### src/rtl/pipe_ctrl_pkg.sv
// Shared core pipeline definitions: stage index type, default stage names and flush request bundle.
package cpu_defs;

   localparam int MAX_STAGE_NUM = 16;
   localparam int MAX_IDX_W     = $clog2(MAX_STAGE_NUM + 1);
   localparam int BUBBLE_W      = 4;
   localparam int PERF_W        = 32;

   typedef logic [MAX_IDX_W-1:0] stage_idx_t;

   typedef enum logic [2:0] {
      STG_IF1 = 3'd0,
      STG_IF2 = 3'd1,
      STG_ID  = 3'd2,
      STG_RR  = 3'd3,
      STG_EX  = 3'd4,
      STG_MEM = 3'd5,
      STG_WB  = 3'd6
   } pipe_stage_e;

   typedef struct packed {
      logic       req;
      stage_idx_t stage;
   } flush_req_t;

   // Boundaries past the last stage mean "kill everything".
   function automatic stage_idx_t sat_stage(input stage_idx_t v, input int n);
      return (int'(v) > n) ? stage_idx_t'(n) : v;
   endfunction

endpackage

### src/rtl/pipe_ctrl_perf_cnt.sv
// Per-stage saturating stall counters with a registered-array read mux (built only with PIPE_PERF_EN).
module pipe_perf_cnt
   import cpu_defs::*;
#(
   parameter int STAGE_NUM = 7,
   parameter int IDX_W     = $clog2(STAGE_NUM + 1)
) (
   input  logic                 clk,
   input  logic                 rst_n,
   input  logic [STAGE_NUM-1:0] inc,
   input  logic [IDX_W-1:0]     sel,
   output logic [PERF_W-1:0]    data
);

   logic [STAGE_NUM-1:0][PERF_W-1:0] cnt;

   always_ff @(posedge clk or negedge rst_n) begin
      if (!rst_n) begin
         cnt <= '0;
      end else begin
         for (int i = 0; i < STAGE_NUM; i++) begin
            if (inc[i] && (cnt[i] != '1)) cnt[i] <= cnt[i] + PERF_W'(1);
         end
      end
   end

   // Out-of-range selects read as zero.
   always_comb begin
      data = '0;
      for (int i = 0; i < STAGE_NUM; i++) begin
         if (sel == IDX_W'(i)) data = cnt[i];
      end
   end

endmodule

### src/rtl/pipe_ctrl.sv
// Pipeline control: stage valids, backpressure ready/advance chain, merged flushes, redirect bubble, commit count.
// Optional stall counters are compiled in when PIPE_PERF_EN is defined.
module pipe_ctrl
   import cpu_defs::*;
#(
   parameter int STAGE_NUM       = 7,
   parameter int FLUSH_SRC_NUM   = 2,
   parameter int REDIRECT_BUBBLE = 1,
   parameter int IDX_W           = $clog2(STAGE_NUM + 1)
) (
   input  logic                                clk,
   input  logic                                rst_n,
   input  logic                                issue_valid,
   output logic                                issue_rdy,
   input  logic [STAGE_NUM-1:0]                stage_busy,
   input  logic                                sink_rdy,
   input  logic [FLUSH_SRC_NUM-1:0]            flush_req,
   input  logic [FLUSH_SRC_NUM-1:0][IDX_W-1:0] flush_stage,
   output logic [STAGE_NUM-1:0]                stage_valid,
   output logic [STAGE_NUM-1:0]                rdy_in,
   output logic [STAGE_NUM-1:0]                adv,
   output logic                                commit,
   output logic [31:0]                         commit_cnt,
   input  logic [IDX_W-1:0]                    perf_sel,
   output logic [31:0]                         perf_data
);

   flush_req_t [FLUSH_SRC_NUM-1:0] flush_vec;
   stage_idx_t                     kill_f;
   logic [STAGE_NUM:0]             rdy_ext;
   logic [STAGE_NUM-1:0]           leave;
   logic [STAGE_NUM-1:0]           src;
   logic [STAGE_NUM-1:0]           valid_nxt;
   logic [BUBBLE_W-1:0]            bubble_cnt;

   always_comb begin
      for (int s = 0; s < FLUSH_SRC_NUM; s++) begin
         flush_vec[s].req   = flush_req[s];
         flush_vec[s].stage = stage_idx_t'(flush_stage[s]);
      end
   end

   // Oldest boundary among active sources wins.
   always_comb begin
      kill_f = '0;
      for (int s = 0; s < FLUSH_SRC_NUM; s++) begin
         if (flush_vec[s].req && (sat_stage(flush_vec[s].stage, STAGE_NUM) > kill_f))
            kill_f = sat_stage(flush_vec[s].stage, STAGE_NUM);
      end
   end

   // Ready ripples from the sink back toward stage 0.
   always_comb begin
      rdy_ext            = '0;
      leave              = '0;
      rdy_ext[STAGE_NUM] = sink_rdy;
      for (int i = STAGE_NUM - 1; i >= 0; i--) begin
         leave[i]   = stage_valid[i] & ~stage_busy[i] & rdy_ext[i+1];
         rdy_ext[i] = ~stage_valid[i] | leave[i];
      end
   end

   // A stage only loads when its predecessor survives the flush (index >= F).
   always_comb begin
      src    = '0;
      src[0] = issue_valid & (bubble_cnt == '0) & (kill_f == '0);
      for (int i = 1; i < STAGE_NUM; i++) begin
         src[i] = stage_valid[i-1] & ~stage_busy[i-1] & (stage_idx_t'(i) > kill_f);
      end
   end

   assign rdy_in    = rdy_ext[STAGE_NUM-1:0];
   assign adv       = rdy_in & src;
   assign issue_rdy = adv[0];
   assign commit    = leave[STAGE_NUM-1];

   always_comb begin
      valid_nxt = '0;
      for (int i = 0; i < STAGE_NUM; i++) begin
         if (stage_idx_t'(i) < kill_f) valid_nxt[i] = 1'b0;
         else                          valid_nxt[i] = adv[i] | (stage_valid[i] & ~leave[i]);
      end
   end

   always_ff @(posedge clk or negedge rst_n) begin
      if (!rst_n) begin
         stage_valid <= '0;
         bubble_cnt  <= '0;
         commit_cnt  <= '0;
      end else begin
         stage_valid <= valid_nxt;
         if (kill_f != '0)           bubble_cnt <= BUBBLE_W'(REDIRECT_BUBBLE);
         else if (bubble_cnt != '0)  bubble_cnt <= bubble_cnt - BUBBLE_W'(1);
         if (commit)                 commit_cnt <= commit_cnt + 32'd1;
      end
   end

`ifdef PIPE_PERF_EN
   logic [STAGE_NUM-1:0] stall_inc;

   always_comb begin
      stall_inc = '0;
      for (int i = 0; i < STAGE_NUM; i++) begin
         stall_inc[i] = stage_valid[i] & ~leave[i] & (stage_idx_t'(i) >= kill_f);
      end
   end

   pipe_perf_cnt #(
      .STAGE_NUM (STAGE_NUM),
      .IDX_W     (IDX_W)
   ) u_perf (
      .clk   (clk),
      .rst_n (rst_n),
      .inc   (stall_inc),
      .sel   (perf_sel),
      .data  (perf_data)
   );
`else
   logic unused_perf_sel;
   assign unused_perf_sel = ^perf_sel;
   assign perf_data       = '0;
`endif

endmodule

### config.mk
export PLATFORM = sky130hd
export DESIGN_NAME = pipe_ctrl
export DESIGN_NICKNAME = d
export VERILOG_FILES = /design/src/rtl/pipe_ctrl_pkg.sv /design/src/rtl/pipe_ctrl_perf_cnt.sv /design/src/rtl/pipe_ctrl.sv
export SDC_FILE = /design/constraint.sdc
export NUM_CORES = 1
export LEC_CHECK = 0
export CAP_MARGIN = 0
export CELL_PAD_IN_SITES_DETAIL_PLACEMENT = 0
export CELL_PAD_IN_SITES_GLOBAL_PLACEMENT = 1
export CORE_UTILIZATION = 34
export DETAILED_ROUTE_END_ITERATION = 10
export PLACE_DENSITY_LB_ADDON = 0.1
export SYNTH_ARGS = -nofsm -noshare
export SYNTH_HDL_FRONTEND = slang
export SYNTH_HIERARCHICAL = 1
export SYNTH_SLANG_ARGS = --single-unit
### constraint.sdc
create_clock -name clk -period 4.6 [get_ports clk]
set_input_delay 0.46 -clock clk [delete_from_list [all_inputs] [get_ports clk]]
set_output_delay 0.46 -clock clk [all_outputs]
set_load 0.05 [all_outputs]
==> parameters.txt <==
Parameter                              Value

Die
  Initial cell density of the core    35.9%
  Core outline area    7410 um2
  Number of placed I/O pins    approximately 110
  Std cell rows    31
  DIE WIDTH    90.5 um
  Vertical die dimension    roughly 90 um
  Area of the die    between 8000 and 9000 um2

Clocking
  CTS clk-pin slew, worst paths    roughly 0.090 ns
  Maximum root-to-sink buffer count    2
  TritonCTS clock tree    built
  Post-cts sizing count    0
  Number of CTS-inserted buffers    5
  Sinks on Clock Net    43
  Post-CTS Setup Inserts    0
  # H-tree levels    2
  Worst-skew pair later-pin latency    approximately 0.3 ns
  Number of buffers inserted by hold repair at cts    0
  Root buffer selected by CTS    sky130_fd_sc_hd__clkbuf_8

Synth
  Count of flip-flops with a built-in enable after synthesis    0
  Post-synth design cell area    2660 um2
  Share of flip-flops with an asynchronous set or reset    between 90% and 100%
  Portion of the post-synthesis area used by sequential elements    40.5%
  Register bit total from synthesis    43
  Prevailing post-synth register cell    sky130_fd_sc_hd__dfrtp_1
  Count of different cell masters after synthesis    58
  YS warnings    6
  Cell count after synthesis    about 270
  Mean post-synth cell area    9.96 um2

Setup path
  Peak fanout along the critical path    7
  Critical path data required time    around 4.1 ns
  Arrival time worst endpoint    3.51 ns
  FF-to-FF End    commit_cnt[31]
  Type of element launching the critical path    input port
  Register-to-Register Setup Slack    2.81 ns
  Worst Reg2Reg Path Length in Cells    5
  Critical register-to-register path startpoint    stage_valid[6]
  Category of the worst setup path capture point    output port
  Critical setup path kind    input port to output port

Run status
  Result of the run    complete, no violations

Power
  Reported leakage power    around 1.5 nW
  Power Density    339 nW/um2
  Worst IR Drop VDD    approximately 240 uV
  Tot Pwr    1.18 mW

Detailed routing
  Drt drc    0
  Detail Route met2 WL    2.63 mm
  Initial DRC count    48
  Final Routed Wirelength    5.70 mm
  Detailed Routing Iterations Pass 1    4
  Metal-1 WL    2.73 mm
  DR top layer    met4
  Per-cell via count in the routed design    4.70
  Vias    2073
  Met3 WL    roughly 280 um
  Remaining number of nets flagged by the antenna check after routing    0
  Avg WL per Cell    between 10 and 15 um

Placed design
  Final estimated routing congestion in global placement    0.838
  Standard cell area after detailed placement    3360 um2
  Pre-CTS worst setup slack    0.640 ns
  Count of input and output buffers    73
  HPWL after DPL    4.28 mm

Run
  Max Cap Viol    0

STA
  Final min period    3.97 ns
  Final hold vios    0
  RSZ-0062 raised after global routing    no
  Total Neg Setup Slack    0 ns
  Worst-Margin Slew    0.991 ns
  Worst-case headroom to the max-slew limit    33.9%
  Achievable Freq    252 MHz
  Worst Setup Slack, final    approximately 0.63 ns
  Final cycle utilization of the critical path    86.2%
  Final setup viols    0
  Skew final    0.00646 ns
  Slew Limit Fails    0

Finish
  Most frequent standard cell in the layout excluding fill and tap cells    sky130_fd_sc_hd__clkdlybuf4s50_1
  Syn-to-layout area delta    30.5%
  Final layout net count    369
  Most frequent cells in the layout    72 x sky130_fd_sc_hd__clkdlybuf4s50_1, 43 x sky130_fd_sc_hd__dfrtp_1, 32 x sky130_fd_sc_hd__conb_1, 23 x sky130_fd_sc_hd__nand2_1, 22 x sky130_fd_sc_hd__xnor2_1
  Number of filler cells placed in the layout    717
  Summed area of non-filler cells in the final layout    3470 um2
  Antenna diode instance count    0
  Fraction of final layout cells sized beyond drive strength 1    8.19%

Worst hold path
  Tightest Hold Check Type    input port to async pin

GRT
  Initial antenna violation count    0
  First-pass GRT wire length    9.43 mm
  Largest net degree at the start of global routing    44
  Final global-route overflow total    0
  Global routing usage summed across all routing layers    14.4%
  Via count of the first global-routing pass    1884
-- worst max-delay path: stages --
cell and delay (ns):
sky130_fd_sc_hd__clkdlybuf4s50_1 0.58, sky130_fd_sc_hd__nand2_1 0.15, sky130_fd_sc_hd__ha_1 0.32, sky130_fd_sc_hd__and2b_1 0.20, sky130_fd_sc_hd__o31ai_4 0.29, sky130_fd_sc_hd__nor2_4 0.12, sky130_fd_sc_hd__mux2i_2 0.23, sky130_fd_sc_hd__nor3b_1 0.30
sky130_fd_sc_hd__clkdlybuf4s50_1 0.87
-- worst max path at each step --
stage | start | to | slack [ns] | cells after the start
detailed placement | flush_req[0] | issue_rdy | 0.64 | 9
global placement | flush_req[0] | issue_rdy | 0.67 | 9
global route | flush_req[0] | issue_rdy | 0.51 | 9
finish | flush_req[0] | issue_rdy | 0.63 | 9
floorplan | stage_valid[6] | adv[0] | 0.45 | 7
CTS | flush_req[0] | issue_rdy | 0.64 | 9
-- final cells by class --
cell class              instances  area, um2  area share (%)
repair buffers                 73        726            20.9
clock inverters                 3       43.8            1.26
well taps                      99        124            3.57
multi-input cells             206       1390            40.0
clock buffers                   5       68.8            1.98
flip-flops and latches         43       1080            31.0
inverters                      12       45.0            1.30
-- metal layers --
metal / GRT usage (%) / up-vias
li1: - / 1015
met1: 19.2 / 986
met2: 23.1 / 67
met3: 3.20 / 5
met4: 4.84 / 0
met5: 0 / -
-- synth_stat cells, drive strengths merged (9+ instances only) --
library cell / n / area [um2]
nand3: 15 / 85.1
nand2: 23 / 86.3
o21ai: 10 / 53.8
buf: 34 / 255
dfrtp: 43 / 1080
nand4: 9 / 86.3
inv: 12 / 45.0
a21oi: 11 / 55.1
xnor2: 23 / 209
nor2: 13 / 56.3
xor2: 9 / 78.8
-- power breakdown --
group	internal [mW]	switching, mW
Clock	0.162	0.137
Sequential	0.414	0.0406
Combinational	0.137	0.287
Total	0.712	0.464
-- sequential cells by signal, indices dropped and copies added (netlist names) --
name and flops:
commit_cnt 32, stage_valid 7, bubble_cnt 4
-- logic make-up (layout without fill, tap and decap cells) --
group           Yosys count  in the layout  synth area share, %
other cells               1             32                0.141
mux                       4              4                 1.69
buf+inv                  49             93                 11.7
xor+xnor                 32             32                 10.8
flops                    43             43                 40.5
compound gates           39             39                 10.3
fa+ha+maj                 6              6                 2.82
simple gates             93             93                 22.1
-- per-stage QoR --
step	util, %	hold WS [ns]	cells
detailed placement	45.3	0.482	433
CTS	46.9	0.354	441
global placement	45.3	0.481	433
floorplan	-	0.164	298
finish	46.9	0.322	441
global route	46.9	0.410	441
(Power assumes the default switching activity.)
